--- src/rtl/fifo_drain_pkg.sv ---
// rtl/fifo_drain_pkg.sv - shared constants, entry layout and width helpers for the FIFO drain framer
// Optional feature macro: FIFO_DRAIN_PARITY_EN (adds a parity bit to every buffered entry)
package fifo_drain_pkg;

    localparam int DRAIN_BUF_DEPTH = 2;
    localparam int DRAIN_DATA_W    = 8;

`ifdef FIFO_DRAIN_PARITY_EN
    localparam int DRAIN_PAR_W = 1;
    typedef struct packed {
        logic [DRAIN_DATA_W-1:0] data;
        logic                    par;
    } drain_entry_t;
`else
    localparam int DRAIN_PAR_W = 0;
    typedef struct packed {
        logic [DRAIN_DATA_W-1:0] data;
    } drain_entry_t;
`endif

    // Counter width able to hold 0..n-1; never narrower than one bit.
    function automatic int cnt_width(input int n);
        return (n <= 1) ? 1 : $clog2(n);
    endfunction

endpackage

--- src/rtl/drain_skid_buf.sv ---
// rtl/drain_skid_buf.sv - two-entry in-order buffer with push/pop, occupancy and head output
// Optional feature macro: FIFO_DRAIN_PARITY_EN (only widens the entry, no logic here depends on it)
module drain_skid_buf
    import fifo_drain_pkg::*;
#(
    parameter int W = 8
) (
    input  logic         clk,
    input  logic         rst_,
    input  logic         push,
    input  logic [W-1:0] push_data,
    input  logic         pop,
    output logic [1:0]   occ,
    output logic [W-1:0] head
);

    logic [W-1:0] mem0;
    logic [W-1:0] mem1;
    logic [1:0]   occ_r;

    // mem0 is always the head; a pop shifts mem1 forward so order is preserved.
    always_ff @(posedge clk or negedge rst_) begin
        if (!rst_) begin
            mem0  <= '0;
            mem1  <= '0;
            occ_r <= '0;
        end else begin
            case ({push, pop})
                2'b10: begin
                    if (occ_r == 2'd0) mem0 <= push_data;
                    else               mem1 <= push_data;
                    occ_r <= occ_r + 2'd1;
                end
                2'b01: begin
                    mem0  <= mem1;
                    occ_r <= occ_r - 2'd1;
                end
                2'b11: begin
                    if (occ_r == 2'd1) begin
                        mem0 <= push_data;
                    end else begin
                        mem0 <= mem1;
                        mem1 <= push_data;
                    end
                end
                default: ;
            endcase
        end
    end

    assign occ  = occ_r;
    assign head = mem0;

    logic unused_depth;
    assign unused_depth = (DRAIN_BUF_DEPTH == 2);

endmodule

--- src/rtl/fifo_drain_framer.sv ---
// rtl/fifo_drain_framer.sv - drains a sync FIFO into a valid/ready stream framed into PKT_LEN-beat packets
// Optional feature macro: FIFO_DRAIN_PARITY_EN (adds out_par, even parity of out_data)
module fifo_drain_framer
    import fifo_drain_pkg::*;
#(
    parameter int DATA_WIDTH  = 8,
    parameter int PKT_LEN     = 4,
    parameter int FRAME_CNT_W = 16
) (
    input  logic                   clk,
    input  logic                   rst_,
    input  logic                   enable,
    input  logic                   fifo_empty,
    input  logic [DATA_WIDTH-1:0]  fifo_rd_data,
    output logic                   fifo_r_en,
    output logic                   out_valid,
    input  logic                   out_ready,
    output logic [DATA_WIDTH-1:0]  out_data,
    output logic                   out_last,
    output logic [FRAME_CNT_W-1:0] frame_cnt
`ifdef FIFO_DRAIN_PARITY_EN
    ,
    output logic                   out_par
`endif
);

    localparam int BEAT_W  = cnt_width(PKT_LEN);
    localparam int ENTRY_W = DATA_WIDTH + DRAIN_PAR_W;

`ifdef FIFO_DRAIN_PARITY_EN
    typedef struct packed {
        logic [DATA_WIDTH-1:0] data;
        logic                  par;
    } entry_t;
`else
    typedef struct packed {
        logic [DATA_WIDTH-1:0] data;
    } entry_t;
`endif

    logic              inflight;
    logic [1:0]        occ;
    logic [2:0]        credit;
    logic              beat;
    logic              at_last;
    logic [BEAT_W-1:0] beat_cnt;
    entry_t            push_entry;
    entry_t            head_entry;
    logic [ENTRY_W-1:0] head_bits;

    always_comb begin
        push_entry      = '0;
        push_entry.data = fifo_rd_data;
`ifdef FIFO_DRAIN_PARITY_EN
        push_entry.par  = ^fifo_rd_data;
`endif
    end

    drain_skid_buf #(
        .W (ENTRY_W)
    ) u_buf (
        .clk       (clk),
        .rst_      (rst_),
        .push      (inflight),
        .push_data (push_entry),
        .pop       (beat),
        .occ       (occ),
        .head      (head_bits)
    );

    assign head_entry = head_bits;

    // Credits count both buffered words and the one still travelling out of the FIFO;
    // a same-cycle beat frees a slot, which lets a full buffer keep 1 word/cycle.
    assign credit    = {1'b0, occ} + {2'b00, inflight};
    assign fifo_r_en = rst_ && enable && !fifo_empty &&
                       ((credit < 3'(DRAIN_BUF_DEPTH)) ||
                        ((credit == 3'(DRAIN_BUF_DEPTH)) && beat));

    assign out_valid = (occ != 2'd0);
    assign out_data  = head_entry.data;
    assign at_last   = (beat_cnt == BEAT_W'(PKT_LEN - 1));
    assign out_last  = out_valid && at_last;
    assign beat      = out_valid && out_ready;

`ifdef FIFO_DRAIN_PARITY_EN
    assign out_par = head_entry.par;
`endif

    always_ff @(posedge clk or negedge rst_) begin
        if (!rst_) begin
            inflight  <= 1'b0;
            beat_cnt  <= '0;
            frame_cnt <= '0;
        end else begin
            inflight <= fifo_r_en;
            if (beat) begin
                beat_cnt <= at_last ? '0 : beat_cnt + 1'b1;
                if (at_last) frame_cnt <= frame_cnt + 1'b1;
            end
        end
    end

endmodule

--- config.mk ---
export PLATFORM = sky130hd
export DESIGN_NAME = fifo_drain_framer
export DESIGN_NICKNAME = d
export VERILOG_FILES = /design/src/rtl/fifo_drain_pkg.sv /design/src/rtl/drain_skid_buf.sv /design/src/rtl/fifo_drain_framer.sv
export SDC_FILE = /design/constraint.sdc
export NUM_CORES = 1
export LEC_CHECK = 0
export CAP_MARGIN = 20
export CELL_PAD_IN_SITES_DETAIL_PLACEMENT = 1
export CELL_PAD_IN_SITES_GLOBAL_PLACEMENT = 1
export CORE_ASPECT_RATIO = 0.7
export CORE_MARGIN = 2
export CORE_UTILIZATION = 40
export CTS_BUF_LIST = sky130_fd_sc_hd__clkbuf_16
export CTS_CLUSTER_SIZE = 14
export DETAILED_ROUTE_END_ITERATION = 7
export HOLD_SLACK_MARGIN = 0.08
export MAX_ROUTING_LAYER = met4
export PLACE_DENSITY = 0.79
export SLEW_MARGIN = 15
export SYNTH_ARGS = -nofsm -noshare
export SYNTH_HDL_FRONTEND = slang
export SYNTH_HIERARCHICAL = 1
export SYNTH_SLANG_ARGS = --single-unit
--- constraint.sdc ---
create_clock -name clk -period 2.39 [get_ports clk]
set_clock_uncertainty 0.05 [all_clocks]
set_input_delay 0.478 -clock clk [delete_from_list [all_inputs] [get_ports clk]]
set_output_delay 0.478 -clock clk [all_outputs]
set_load 0.02 [all_outputs]
==> results of run 1 <==
synth_stat cells (2+ instances only):
library cell and count:
dfrtp_1 37, ha_1 12, nand3_1 12, xnor2_1 12, mux2_2 11, nand2_1 10
inv_1 8, a21oi_1 7, a31oi_1 7, nor2_1 6, o21ai_0 6, xor2_1 5
nand2b_1 3, a221o_1 2, and2_1 2, mux2_1 2, mux2_4 2, nand4_1 2
nor3b_1 2, nor4_4 2
through the flow:
step / instance area [um2] / hold WS [ps] / setup WS, ps
2_1_floorplan: 1900 / 132 / 280
3_3_place_gp: 2460 / 411 / -155
3_5_place_dp: 2460 / 434 / -223
4_1_cts: 2630 / 225 / 16.8
5_1_grt: 2640 / 241 / 3.23
6_report: 2640 / 197 / 101
critical path: cells and delay by family (launching register included):
kind / cells / cell delay, ps
buffers and inverters: 1 / 290
DFF: 1 / 390
adders and majority gates: 2 / 410
and+or+nand+nor: 2 / 280
AOI/OAI and AO/OA: 1 / 100
worst max path at each step:
stage | start | endpoint | slack, ps
2_1_floorplan | u_buf/occ[0] | fifo_r_en | 280
3_3_place_gp | out_ready | fifo_r_en | -160
3_5_place_dp | out_ready | fifo_r_en | -220
4_1_cts | u_buf/occ[0] | out_last | 20
5_1_grt | inflight | fifo_r_en | 3
6_report | inflight | fifo_r_en | 100
per-layer routing:
metal / share of wire / global-route usage
met1: 0.45 / 0.254
met2: 0.48 / 0.371
met3: 0.040 / 0.0502
met4: 0.028 / 0.0938
met5: 0 / -
what timing repair did:
| item | CTS | global route |
|---|---|---|
| endpoints found under the hold margin | 0 | 0 |
| gates cloned | 0 | 0 |
| buffers inserted | 0 | 0 |
| resized for setup | 4 | 2 |
| endpoints found under the setup margin | 1 | 2 |
cells by family (layout without fill, tap and decap cells):
| group | Yosys count | count (layout) | share of synthesized area |
|---|---|---|---|
| AOI/OAI and AO/OA | 25 | 25 | 0.0921 |
| buffers and inverters | 10 | 70 | 0.0204 |
| xor gates and xnor gates | 17 | 17 | 0.0783 |
| DFF | 37 | 37 | 0.487 |
| and+or+nand+nor | 47 | 47 | 0.151 |
| adders and majority gates | 12 | 12 | 0.0789 |
| muxes | 15 | 15 | 0.0928 |
area by class of cell:
cell class / instances / area, um2 / area share
clock buffer: 5 / 125 / 0.0475
clock inverter: 3 / 41.3 / 0.0157
inverter: 8 / 30.0 / 0.0114
multi-input combinational: 116 / 942 / 0.358
sequential: 37 / 926 / 0.351
tap: 55 / 68.8 / 0.0261
timing repair buffer: 54 / 502 / 0.190
sequential cells by signal, indices dropped and copies added, names as in the netlist:
register and cells:
u_buf/head 8, frame_cnt 16, inflight 1, beat_cnt 2, u_buf/mem1 8, u_buf/occ 2
where the power goes:
group | switching (W) | internal (W)
Sequential | 0.000178 | 0.000837
Clock | 0.000255 | 0.000488
Combinational | 0.000598 | 0.000614
==> summary.txt, run 1 <==
Route
  – WL/cell: approximately 18 um
  – DRT iter0 DRCs: 51
  – # DRC: 0
  – Post-route ant nets: 0
  – Final wirelength: slightly below 5000 um
  – Vias: 1493
  – First-pass DRT Iterations: 4
  – Via density: about 5.4

Worst setup path
  – CP Cell Sequence: ha_1 > ha_1 > nor2_1 > a31oi_1 > nor3_2 > clkdlybuf4s15_2
  – R2R cell count: 7
  – Slowest stage delay, CP: 390 ps
  – Startpoint class of the critical path: register
  – Worst EP required: roughly 1900 ps
  – Most used cell, CP: ha_1
  – Critical-path top delay cell: dfrtp_1
  – Internal reg-to-reg setup slack: between 150 and 200 ps
  – Setup crit end kind: output port
  – Worst-path maximum fanout: 2
  – Setup CP Type: register to output port
  – Worst R2R End: u_buf/mem1[7]
  – WP data arrival: about 1800 ps
  – Reg-to-reg critical path startpoint: u_buf/occ[0]

GRT
  – Vias in the first global route: 1691
  – GRT overflow: 0
  – First-pass GRT wire length: around 8300 um
  – GRT Total Usage: 0.218
  – Largest net degree at the start of global routing: 38
  – Initial antenna violation count: 0

Logic synthesis
  – Synth top area share: 0.487
  – Post-synthesis sequential area ratio: 0.487
  – Syn. warnings: 6
  – Main synth FF type: dfrtp_1
  – Syn_area_per_cell: 11.7 um2
  – Post-Syn Nets: around 190
  – Cell variety after synth: 33
  – Most area-hungry cell type in the Yosys netlist: dfrtp_1
  – Ys async rst share: 1.00
  – #FFs+latches synth: 37
  – Dominant cells by area after synthesis: dfrtp_1, ha_1, mux2_2, xnor2_1, nand3_1
  – Cells after Synth: 163
  – Post-Syn Area: approximately 1900 um2
  – Number of synthesized flops with an enable pin: 0

Clocking
  – Worst-Skew Late Latency: approximately 280 ps
  – CTS H-tree depth: 2
  – Clock sinks: 37
  – CTS Buf Count: 5
  – CTS tree: built
  – CTS max path bufs: 2
  – Reg clk slew, reported paths: 60 ps
  – Hold Buf Count CTS: 0
  – CTS root buffer: clkbuf_16

STA
  – Measured slew at the worst slew-check pin: 477 ps
  – Final-report max-slew violation count: 0
  – Hold violation total from the final report: 0
  – Final period util: 0.958
  – Relative slew margins: 0.682
  – Final setup viols: 0
  – Fmax: roughly 440 MHz
  – RSZ-0062 raised after global routing: false
  – Post-route minimum period: 2290 ps
  – Post-Route Setup TNS: 0 ps

Cells and area
  – Fin util: 0.592
  – Filler Cell Count: roughly 480
  – Share of cells above drive strength 1: 0.211
  – Inserted Diodes: 0
  – Nets: between 200 and 250
  – Commonest non-fill, non-tap cells in the layout: dfrtp_1, clkdlybuf4s50_1, buf_4
  – Post-Layout Cell Count: ~280
  – Area delta synth->final: 38.6%
  – Most common cell after layout, fill and taps aside: dfrtp_1

Placed design
  – Hpwl dp: around 3700 um
  – Port bufs: 39
  – Placed insts: 270
  – GPL Wtd Cong: around 0.73

Die
  – Die ar.: about 5300 um2
  – Die Y-Extent: 61.7 um
  – # IOs: 40
  – FP Rows: 20
  – Initial core utilization: 0.427
  – Die Width: 86.4 um
  – Area of the core: approximately 4500 um2

Power and ir drop
  – Cell Pwr Density: between 1000 and 1500 nW/um2
  – Lkg Pwr: around 1.2 nW
  – VDD IR max: approximately 0.57 mV
  – Tot Pwr: a little under 0.003 W

Worst hold path
  – Hold Crit Class: primary input to async pin

Status
  – Status: completed

Job
  – Maxcap violations: 0
Note: power is estimated with default switching activity, not from simulation.
==> run 2: changes to the inputs <==
Settings changed: CORE_UTILIZATION 40 to 39, SYNTH_HIERARCHICAL 1 to not set.
==> summary.txt, run 2 <==
Status
  – Status: completed

Die
  – # IOs: 40
  – Initial core utilization: 0.404
  – Area of the core: 4330 um2
  – Die Width: between 80 and 90 um
  – Die ar.: between 5000 and 6000 um2
  – FP Rows: 20
  – Die Y-Extent: between 60 and 70 um

Route
  – Vias: 1296
  – # DRC: 0
  – Final wirelength: 4080 um
  – Via density: approximately 5
  – DRT iter0 DRCs: 39
  – WL/cell: about 16 um
  – Post-route ant nets: 0
  – First-pass DRT Iterations: 3

Cells and area
  – Max FFs per register: 16
  – Largest Register: frame_cnt
  – Share of cells above drive strength 1: 0.177
  – Area delta synth->final: 39.0%
  – Nets: 225
  – Commonest non-fill, non-tap cells in the layout: dfrtp_1, clkdlybuf4s50_1, nand2_1, xnor2_1, mux2_2
  – Inserted Diodes: 0
  – Register area: 926 um2
  – Filler Cell Count: 465
  – Most common cell after layout, fill and taps aside: dfrtp_1
  – Multi-input logic area: between 700 and 800 um2
  – Fin area: about 2400 um2

STA
  – Fmax: 437 MHz
  – Final setup viols: 0
  – Setup WS post-layout: between 100 and 150 ps
  – Final hold slack: ~230 ps
  – Final-report max-slew violation count: 0
  – Hold violation total from the final report: 0
  – Final period util: 0.958
  – Relative slew margins: 0.679
  – Measured slew at the worst slew-check pin: about 480 ps
  – RSZ-0062 raised after global routing: false
  – Post-route minimum period: approximately 2300 ps

GRT
  – Initial antenna violation count: 0
  – GRT overflow: 0
  – Largest net degree at the start of global routing: 38
  – Vias in the first global route: around 1400
  – First-pass GRT wire length: about 7100 um
  – GRT Total Usage: 0.191

Logic synthesis
  – Post-synthesis compound-gate area fraction: 0.0808
  – Number of synthesized flops with an enable pin: 0
  – Post-synthesis mux area share: 0.0765
  – Most area-hungry cell type in the Yosys netlist: dfrtp_1
  – Top cells by count, synth: dfrtp_1, nand2_1, xnor2_1
  – Synth top area share: 0.529
  – Syn_area_per_cell: between 10 and 15 um2
  – Synth Area in Adders: 0.0715
  – Largest family of logic cells by synthesized area: simple AND/OR/NAND/NOR gates
  – Syn. warnings: 0
  – Ys async rst share: 1.00
  – Main synth FF type: dfrtp_1
  – Post-synthesis sequential area ratio: 0.529
  – #FFs+latches synth: 37
  – Most numerous cell in the Yosys netlist: dfrtp_1
  – Post-Synth Simple-Gate Area: 0.137
  – Dominant cells by area after synthesis: dfrtp_1, ha_1, mux2_2, xnor2_1, a22oi_1
  – Cell variety after synth: 24
  – Post-Syn Nets: 171
  – Cells after Synth: between 100 and 150
  – Post-Syn Area: around 1800 um2
  – Xor and xnor area share after synthesis: 0.0851

Worst setup path
  – Startpoint class of the critical path: register
  – Worst EP required: 1860 ps
  – Worst-path maximum fanout: 5
  – Setup CP Type: register to output port
  – Setup crit end kind: output port
  – WP data arrival: between 1500 and 2000 ps

Clocking
  – CTS H-tree depth: 2
  – Worst-Skew Late Latency: about 280 ps
  – Post-CTS Setup Inserts: 0
  – CTS root buffer: clkbuf_16
  – Clock sinks: 37
  – CTS tree: built
  – Reg clk slew, reported paths: approximately 50 ps
  – CTS max path bufs: 2
  – Hold Buf Count CTS: 0
  – CTS Buf Count: 5

Placed design
  – Hpwl dp: 2970 um
  – Place WS: -352 ps
  – GPL Wtd Cong: 0.760
  – Port bufs: 39
  – Area post-placement: around 2300 um2

Power and ir drop
  – Cell Pwr Density: between 1000 and 1500 nW/um2
  – Lkg Pwr: around 1.1 nW
  – VDD IR max: about 0.57 mV
  – Tot Pwr: 0.00273 W

Worst hold path
  – Hold Crit Class: primary input to async pin

Job
  – Maxcap violations: 0
## run 2: changes by cell type in the layout (fill, tap and decap cells not counted), moves of 3 or more
cell	delta
a31oi_1	-6
nand2b_1	-3
a22oi_1	+8
nand2_1	+5
o21ai_0	+3
nand3_1	-4
a21oi_1	-7
buf_4	-5
## run 2: logic make-up (layout without fill, tap and decap cells)
logic type,after synthesis,after routing
simple gates,41,41
flops,37,37
compound gates,22,22
xor+xnor,17,17
mux,12,12
fa+ha+maj,10,10
buf+inv,9,64
## run 2: power by group
part / internal [W] / leakage (nW) / switching (W)
Sequential: 0.000824 / 0.476 / 0.000131
Clock: 0.000484 / 0.0826 / 0.000242
Combinational: 0.000516 / 0.572 / 0.000535
Total: 0.00182 / 1.13 / 0.000908
## run 2: final cells by class
cell class | count | area share
clock inverters | 3 | 0.0154
clock buffers | 5 | 0.0514
flip-flops and latches | 37 | 0.380
well taps | 55 | 0.0283
inverters | 7 | 0.0108
multi-input cells | 102 | 0.327
repair buffers | 49 | 0.187
## run 2: path summary, 6_finish.rpt
| kind | from | endpoint | slack (ps) | depth (start not counted) |
|---|---|---|---|---|
| setup / recovery | u_buf.occ[1] | out_valid | 100 | 5 |
| hold / removal | rst_ | u_buf.occ[0] | 230 | 2 |
| setup reg to reg | u_buf.occ[1] | u_buf.mem1[6] | 290 | 10 |
| hold reg to reg | frame_cnt[15] | frame_cnt[15] | 430 | 1 |
| max in group asynchronous | rst_ | frame_cnt[4] | 1730 | 2 |
| min in group clk | rst_ | inflight | 410 | 3 |
## run 2: what timing repair did
item / 4_1_cts / 5_1_grt
pin swaps: 0 / 0
hold endpoints to repair: 0 / 0
resized for setup: 6 / 3
setup endpoints to repair: 2 / 2
## run 2: layer usage
metal / track usage / part of all wire / wire [um] / up-vias
li1: - / - / - / 625
met1: 0.241 / 0.45 / 1830 / 641
met2: 0.300 / 0.50 / 2050 / 22
met3: 0.0331 / 0.026 / 108 / 8
met4: 0.104 / 0.024 / 99 / 0
met5: - / 0 / 0 / -
## run 2: metrics by stage
stage | utilization | setup TNS, ps | std cells
global route | 0.562 | 0 | 258
floorplan | - | 0 | 148
CTS | 0.562 | 0 | 258
detailed placement | 0.524 | -2260 | 250
global placement | 0.524 | -1660 | 250
finish | 0.562 | 0 | 258
## run 2: worst max-delay path: stages (launching register included)
cell             delay [ps]
dfrtp_1                 370
inv_1                    90
ha_1                    210
buf_4                   170
inv_1                    50
clkdlybuf4s50_1         590
==> run 3: changes to the inputs <==
Settings changed: CORE_MARGIN 2 to 3.
==> summary.txt, run 3 (same netlist as run 2, synthesis figures left out) <==
Die
  – Die Width: around 86 um
  – FP Rows: 19
  – Die ar.: around 5300 um2
  – # IOs: 40
  – Die Y-Extent: approximately 62 um
  – Initial core utilization: 0.426
  – Area of the core: between 4000 and 5000 um2

Cells and area
  – Fin area: ~2400 um2
  – Commonest non-fill, non-tap cells in the layout: dfrtp_1, clkdlybuf4s50_1, nand2_1, xnor2_1, mux2_2
  – Most common cell after layout, fill and taps aside: dfrtp_1
  – Largest Register: frame_cnt
  – Nets: roughly 230
  – Inserted Diodes: 0
  – Filler Cell Count: 450
  – Share of cells above drive strength 1: 0.179
  – Area delta synth->final: 37.5%
  – Max FFs per register: 16

Worst setup path
  – CP Buf/Inv Count: 2
  – Worst EP required: ~1900 ps
  – WP data arrival: about 1800 ps
  – Worst-path maximum fanout: 2
  – Setup CP Type: primary input to output port
  – Setup crit end kind: output port
  – Family with the most delay on the worst path: buffers and inverters
  – CP Cell Sequence: clkdlybuf4s50_1 > nor2b_2 > a31oi_1 > nor3_2 > clkdlybuf4s15_2
  – Startpoint class of the critical path: primary input
  – Critical-path top delay cell: clkdlybuf4s50_1
  – Slowest stage delay, CP: 520 ps

GRT
  – Largest net degree at the start of global routing: 38
  – GRT overflow: 0
  – Vias in the first global route: between 1000 and 1500
  – First-pass GRT wire length: a little under 7000 um
  – Initial antenna violation count: 0
  – GRT Total Usage: 0.179

Power and ir drop
  – VDD IR max: between 0.5 and 0.6 mV
  – Lkg Pwr: 1.12 nW
  – Cell Pwr Density: 1090 nW/um2

Route
  – Met1 Wirelength: ~1900 um
  – Final wirelength: 4240 um
  – # DRC: 0
  – Vias: 1291
  – Post-route ant nets: 0
  – First-pass DRT Iterations: 4
  – DRT iter0 DRCs: 37
  – WL/cell: around 17 um
  – Met2 routed WL: between 2000 and 2500 um
  – Via density: around 5.1
  – WL met3: 207 um
  – Max layer used: met4

STA
  – RSZ-0062 raised after global routing: false
  – Relative slew margins: 0.685
  – Final period util: 0.964
  – Final hold slack: between 200 and 300 ps
  – Final-report max-slew violation count: 0
  – Fmax: between 400 and 500 MHz
  – Post-route minimum period: about 2300 ps
  – Final setup viols: 0
  – Measured slew at the worst slew-check pin: approximately 470 ps
  – Hold violation total from the final report: 0

Clocking
  – Worst-Skew Late Latency: 270 ps
  – Hold Buf Count CTS: 0
  – CTS root buffer: clkbuf_16
  – CTS H-tree depth: 2
  – CTS tree: built
  – Post-CTS Setup Inserts: 0
  – CTS max path bufs: 2
  – Clock sinks: 37
  – CTS Buf Count: 5
  – Reg clk slew, reported paths: ~50 ps

Job
  – Maxcap violations: 0

Placed design
  – Port bufs: 39
  – Hpwl dp: ~3200 um
  – GPL Wtd Cong: between 0.8 and 0.9
  – Area post-placement: between 2000 and 2500 um2

Worst hold path
  – Hold Crit Class: primary input to async pin

Status
  – Status: completed
## run 3: repair_timing
item,CTS,global route
endpoints found under the setup margin,1,12
gates cloned,0,0
resized for setup,5,2
## run 3: final timing paths
| check | start | end | slack (ps) | cells past startpoint |
|---|---|---|---|---|
| worst max-delay path | out_ready | fifo_r_en | 90 | 5 |
| max in group asynchronous | rst_ | frame_cnt[3] | 1680 | 2 |
| worst min register to register | u_buf.head[5] | u_buf.head[5] | 430 | 2 |
| worst max register to register | u_buf.occ[1] | u_buf.mem1[1] | 190 | 10 |
| min in group clk | u_buf.head[5] | u_buf.head[5] | 430 | 2 |
| worst min-delay path | rst_ | u_buf.head[5] | 280 | 2 |
## run 3: final cells by class
cell class / count / area, um2 / share of cell area
multi-input cells: 102 / 796 / 0.331
clock buffers: 5 / 125 / 0.0520
repair buffers: 49 / 464 / 0.193
inverters: 7 / 26.3 / 0.0109
flip-flops and latches: 37 / 926 / 0.385
clock inverters: 1 / 5.00 / 0.00208
well taps: 52 / 65.1 / 0.0270
## run 3: power by group
part	total [W]	internal, W	switching (W)
logic	0.00106	0.000522	0.000542
registers	0.000962	0.000824	0.000137
clock network	0.000594	0.000371	0.000223
## run 3: layer usage
metal / GRT usage / up-vias
met2: 0.293 / 34
met4: 0.0745 / 0
met1: 0.216 / 636
met3: 0.0422 / 4
met5: - / -
li1: - / 617
## run 3: metrics by stage
stage	cells	power, W	setup TNS, ps	setup slack, ps	utilization
after floorplan	148	0.00156	0	245	-
after global placement	247	0.00195	-1500	-343	0.551
after detailed placement	247	0.00203	-2470	-368	0.551
after CTS	253	0.00266	0	19.6	0.584
after global routing	253	0.00279	0	7.82	0.585
final	253	0.00262	0	86.2	0.585
==> patch 1 (config.mk and constraints of run 1) <==
The parameter `DATA_WIDTH` goes from 8 to 12.
--- a/src/rtl/fifo_drain_framer.sv
+++ b/src/rtl/fifo_drain_framer.sv
@@ -4,5 +4,5 @@
     import fifo_drain_pkg::*;
 #(
-    parameter int DATA_WIDTH  = 8,
+    parameter int DATA_WIDTH  = 12,
     parameter int PKT_LEN     = 4,
     parameter int FRAME_CNT_W = 16
Ports: changed (resized fifo_rd_data and out_data); port bits go from 40 to 48. No check against the original RTL was run, so the function may have changed too.
==> patch 1 against run 1 <==
  * Sequential share of layout area rose by 0.95 points
  * Sequential cell count rose by 8
  * Non-clock buffer count rose by 10
  * Sequential power rose by 24%
  * Area after synthesis rose by 20%
  * Routed wire length rose by 15%
  * Total power rose by 20%
  * Core utilization fell by 1.0 points
  * Setup slack improved by 60 ps
  * Synthesized cell count rose by 21%
  * Design area rose by 18%
  * Critical path type is now in2reg
  * Largest cell class is now sequential cells
  * Highest routed layer unchanged
==> patch 1: results (changes against run 1) <==
stage,metric,value,unit,change
global_routing,largest net degree at the start of global routing,46,,+21%
synth,post-synthesis instance total,198,,+21%
cts,CTS max path bufs,2,,unchanged
timing,Slew HR,62.2,%,-5.9 points
critical_path,Crit path max-delay family,buffers and inverters,,
power,switching part of the total,34.9,%,+0.15 points
synth,synth cell count leaders,"45 x dfrtp_1, 18 x nand3_1, 13 x a21oi_1, 13 x a31oi_1",,
power,Comb group,1530,uW,+26%
synth,Yosys cell types,32,,-3.0%
drt,final WL,5620,um,+15%
synth,sequential-to-total area share from yosys stat,49.3,%,+0.66 points
critical_path,CP peak stage delay,480,ps,+90 ps
global_routing,vias in the first global route,1896,,+12%
layout,largest reg by FF count,frame_cnt,,
timing,Final Max Slew Viols,0,,unchanged
critical_path,crit path max-delay cell type,clkdlybuf4s50_1,,
place,pre-CTS setup slack,-198,ps,+25.4 ps
critical_path,Crit Path Max Fanout,7,,+5
power,part of the power in the clock network,21.8,%,-3.2 points
cts,Post-CTS Resized,3,,-1
global_routing,met2 Resource Use GR,32.5,%,-4.6 points
global_routing,first-pass GRT wire length,9480,um,+14%
place,IO buf count,47,,+21%
worst_hold_path,Hold WC Path Type,in2async,,
layout,# nets final,291,,+18%
drt,Initial DRC Count,76,,+49%
layout,fraction of layout cells with a size suffix above 1,19.4,%,-1.7 points
global_routing,gr usage total,20.2,%,-1.6 points
power,Pleak,0.00142,uW,+19%
place,Final GP Congestion,0.758,,+3.8%
critical_path,R2R depth,8,,+1
synth,Syn Nets,227,,+21%
status,status,completed,,
power,peak supply drop,517,uV,-9.8%
synth,main area contributors after synthesis,"dfrtp_1 49%, ha_1 6.6%, mux2_4 6.6%",,
global_routing,grt met3 use,4.02,%,-1.0 points
global_routing,met1 usage,26.3,%,+0.94 points
synth,Synth Warn #,6,,unchanged
drt,Vias per Instance,5.18,,-3.5%
place,detailed placer's ending HPWL,3880,um,+6.3%
-- patch 1: cell count changes in the layout (fill, tap and decap cells not counted), sizes merged, moves of 2 or more --
cell           change
dfrtp              +8
nand3              +6
or2b               +2
buf                +2
clkdlybuf4s50      +8
nor3b              -2
a21oi              +6
o21ai              +6
a221o              -2
a31oi              +6
-- patch 1: per-stage QoR --
step	std cells	cell area (um2)	setup TNS [ps]	hold slack (ps)	total power, uW
2_1_floorplan	198	2280	0	132	2100
3_3_place_gp	327	2960	-936	416	2710
3_5_place_dp	327	2960	-1540	418	2780
4_1_cts	335	3120	0	273	3600
5_1_grt	335	3120	0	294	3770
6_report	335	3120	0	243	3560
-- patch 1: per-layer routing --
| layer | vias to the layer above | part of all wire (%) |
|---|---|---|
| met4 | 0 | 0.85 |
| met2 | 26 | 48 |
| li1 | 829 | - |
| met3 | 5 | 3.0 |
| met1 | 876 | 48 |
| met5 | - | 0 |
-- patch 1: layout make-up --
type                    instances  area (um2)
flip-flops and latches         45        1130
fillers                       585        2250
inverters                       8        30.0
well taps                      72        90.1
multi-input cells             138        1080
repair buffers                 64         628
clock buffers                   5         125
clock inverters                 3        42.5
-- patch 1: cell families after synthesis --
group           share of synthesized area, %
xor+xnor                                6.52
compound gates                          11.1
simple gates                            14.0
flops                                   49.3
buf+inv                                 3.40
mux                                     9.05
fa+ha+maj                               6.58
-- patch 1: path summary, 6_finish.rpt --
check | from | to | slack, ps
setup / recovery | out_ready | u_buf/mem1[0] | 160
min in group clk | rst_ | inflight | 400
setup reg to reg | u_buf/occ[0] | u_buf/mem1[0] | 180
max in group asynchronous | rst_ | frame_cnt[10] | 1660
hold / removal | rst_ | u_buf/mem1[10] | 240
hold reg to reg | frame_cnt[15] | frame_cnt[15] | 430
==> patch 2 (config.mk and constraints of run 1) <==
Made on the original files. Register the output `frame_cnt` once more, cleared by the reset; this adds one clock of latency there. The other outputs are not delayed to match.
--- a/src/rtl/fifo_drain_framer.sv
+++ b/src/rtl/fifo_drain_framer.sv
@@ -27,4 +27,6 @@
     localparam int BEAT_W  = cnt_width(PKT_LEN);
     localparam int ENTRY_W = DATA_WIDTH + DRAIN_PAR_W;
+
+    logic [FRAME_CNT_W-1:0] frame_cnt_s0;
 
 `ifdef FIFO_DRAIN_PARITY_EN
@@ -92,11 +94,19 @@
             inflight  <= 1'b0;
             beat_cnt  <= '0;
-            frame_cnt <= '0;
+            frame_cnt_s0 <= '0;
         end else begin
             inflight <= fifo_r_en;
             if (beat) begin
                 beat_cnt <= at_last ? '0 : beat_cnt + 1'b1;
-                if (at_last) frame_cnt <= frame_cnt + 1'b1;
+                if (at_last) frame_cnt_s0 <= frame_cnt_s0 + 1'b1;
             end
+        end
+    end
+
+    always_ff @(posedge clk or negedge rst_) begin
+        if (!rst_) begin
+            frame_cnt <= '0;
+        end else begin
+            frame_cnt <= frame_cnt_s0;
         end
     end
Check against the original RTL: not equivalent (Yosys sat finds a counterexample within 10 cycles, from zero or initial values and one cycle with rst_ low).
==> patch 2 against run 1 <==
  * Routed wire length fell by 3.1%
  * Core utilization decreased by 5.3 points
  * Global-route usage down 4.5 points
  * Sequential cell count up 16
  * Combinational power about the same
  * Design area up 15%
  * Die area is 19% higher
  * Total power increased by 9.1%
  * Setup slack improved by 13 ps
  * Area after synthesis grew 21%
  * Largest cell class is now sequential cells
  * Largest power group is now registers
==> patch 2: results (changes against run 1) <==
stage,metric,value,unit,change
status,status,completed,,
drt,drt first pass iters,4,,unchanged
place,Final GP Congestion,0.785,,+7.6%
cts,"Reg clk slew, reported paths",70,ps,
global_routing,first-pass GRT wire length,7960,um,-4.1%
drt,Initial DRC Count,45,,-12%
cts,Num CTS Buffers,5,,unchanged
synth,Synth Area in Compound Gates,7.64,%,-1.6 points
place,detailed placer's ending HPWL,3470,um,-5.1%
critical_path,Setup crit end,u_buf/mem1[4],,
critical_path,crit path max-delay cell type,dfrtp_1,,
drt,drt wl/cell,15.1,um,-14%
critical_path,Crit Path Category,reg2reg,,
synth,post-synthesis adder-cell area fraction,6.55,%,-1.3 points
cts,CTS max path bufs,2,,unchanged
synth,XOR/XNOR share of the synthesized area,6.49,%,-1.3 points
synth,main area contributors after synthesis,"dfrtp_1 58%, ha_1 6.5%, mux2_2 5.4%",,
power,part of the power in the clock network,22.1,%,-2.9 points
global_routing,gr usage total,17.3,%,-4.5 points
power,P_int,2150,uW,+11%
layout,fraction of layout cells with a size suffix above 1,19.7,%,-1.4 points
synth,mux share of post-synthesis cell area,7.69,%,-1.6 points
critical_path,R2R Setup Slk,110,ps,-60 ps
critical_path,Crit path max-delay family,simple AND/OR/NAND/NOR gates,,
drt,Vias,1562,,+4.6%
place,pre-CTS setup slack,-197,ps,+26.1 ps
layout,n_diodes,0,,unchanged
power,Comb group,1210,uW,about the same
critical_path,WP data arrival,2400,ps,+640 ps
cts,htree depth,2,,unchanged
power,Pleak,0.00139,uW,+17%
power,peak supply drop,504,uV,-12%
layout,# nets final,263,,+6.5%
synth,Syn Nets,203,,+8.0%
global_routing,largest net degree at the start of global routing,54,,+42%
power,Sequential Power Share,40.6,%,+6.4 points
critical_path,CP peak stage delay,440,ps,+50 ps
critical_path,Crit Path Max Fanout,8,,+6
timing,Tightest Pin Transition,650,ps,+172 ps
synth,synth cell count leaders,"53 x dfrtp_1, 13 x xnor2_1, 12 x ha_1, 12 x nand3_1, 11 x mux2_2",,
cts,later-pin clock latency in the skew report,290,ps,
place,IO buf count,39,,unchanged
timing,Period minus WS final,2280,ps,-13.4 ps
cts,root buf cell,clkbuf_16,,
synth,Yosys cell types,34,,+3.0%
critical_path,reg2reg start,u_buf/occ[1],,
critical_path,R2R depth,7,,unchanged
global_routing,antenna violations before repair,0,,unchanged
synth,sequential-to-total area share from yosys stat,57.8,%,+9.1 points
[patch 2: layer usage]
metal	share of wire [%]	global-route usage, %	vias up
met5	0	-	-
met1	48	22.4	786
met2	47	27.1	30
met3	4.1	4.91	5
li1	-	-	741
met4	0.76	4.53	0
[patch 2: cell type report]
cell class / count / area [um2]
fillers: 589 / 2610
flip-flops and latches: 53 / 1330
multi-input cells: 115 / 932
repair buffers: 56 / 510
clock buffers: 5 / 125
well taps: 75 / 93.8
inverters: 7 / 26.3
clock inverters: 3 / 21.3
[patch 2: timing repair]
item,in CTS,in global routing
buffers inserted,0,0
cloned,0,0
setup endpoints to repair,1,9
pin swaps,0,1
hold endpoints to repair,0,0
gates resized for setup,4,3
[patch 2: metrics by stage]
step / hold slack [ps] / instances / area [um2]
2_1_floorplan: 132 / 178 / 2290
3_3_place_gp: 336 / 306 / 2890
3_5_place_dp: 347 / 306 / 2890
4_1_cts: 363 / 314 / 3030
5_1_grt: 386 / 314 / 3040
6_report: 350 / 314 / 3040
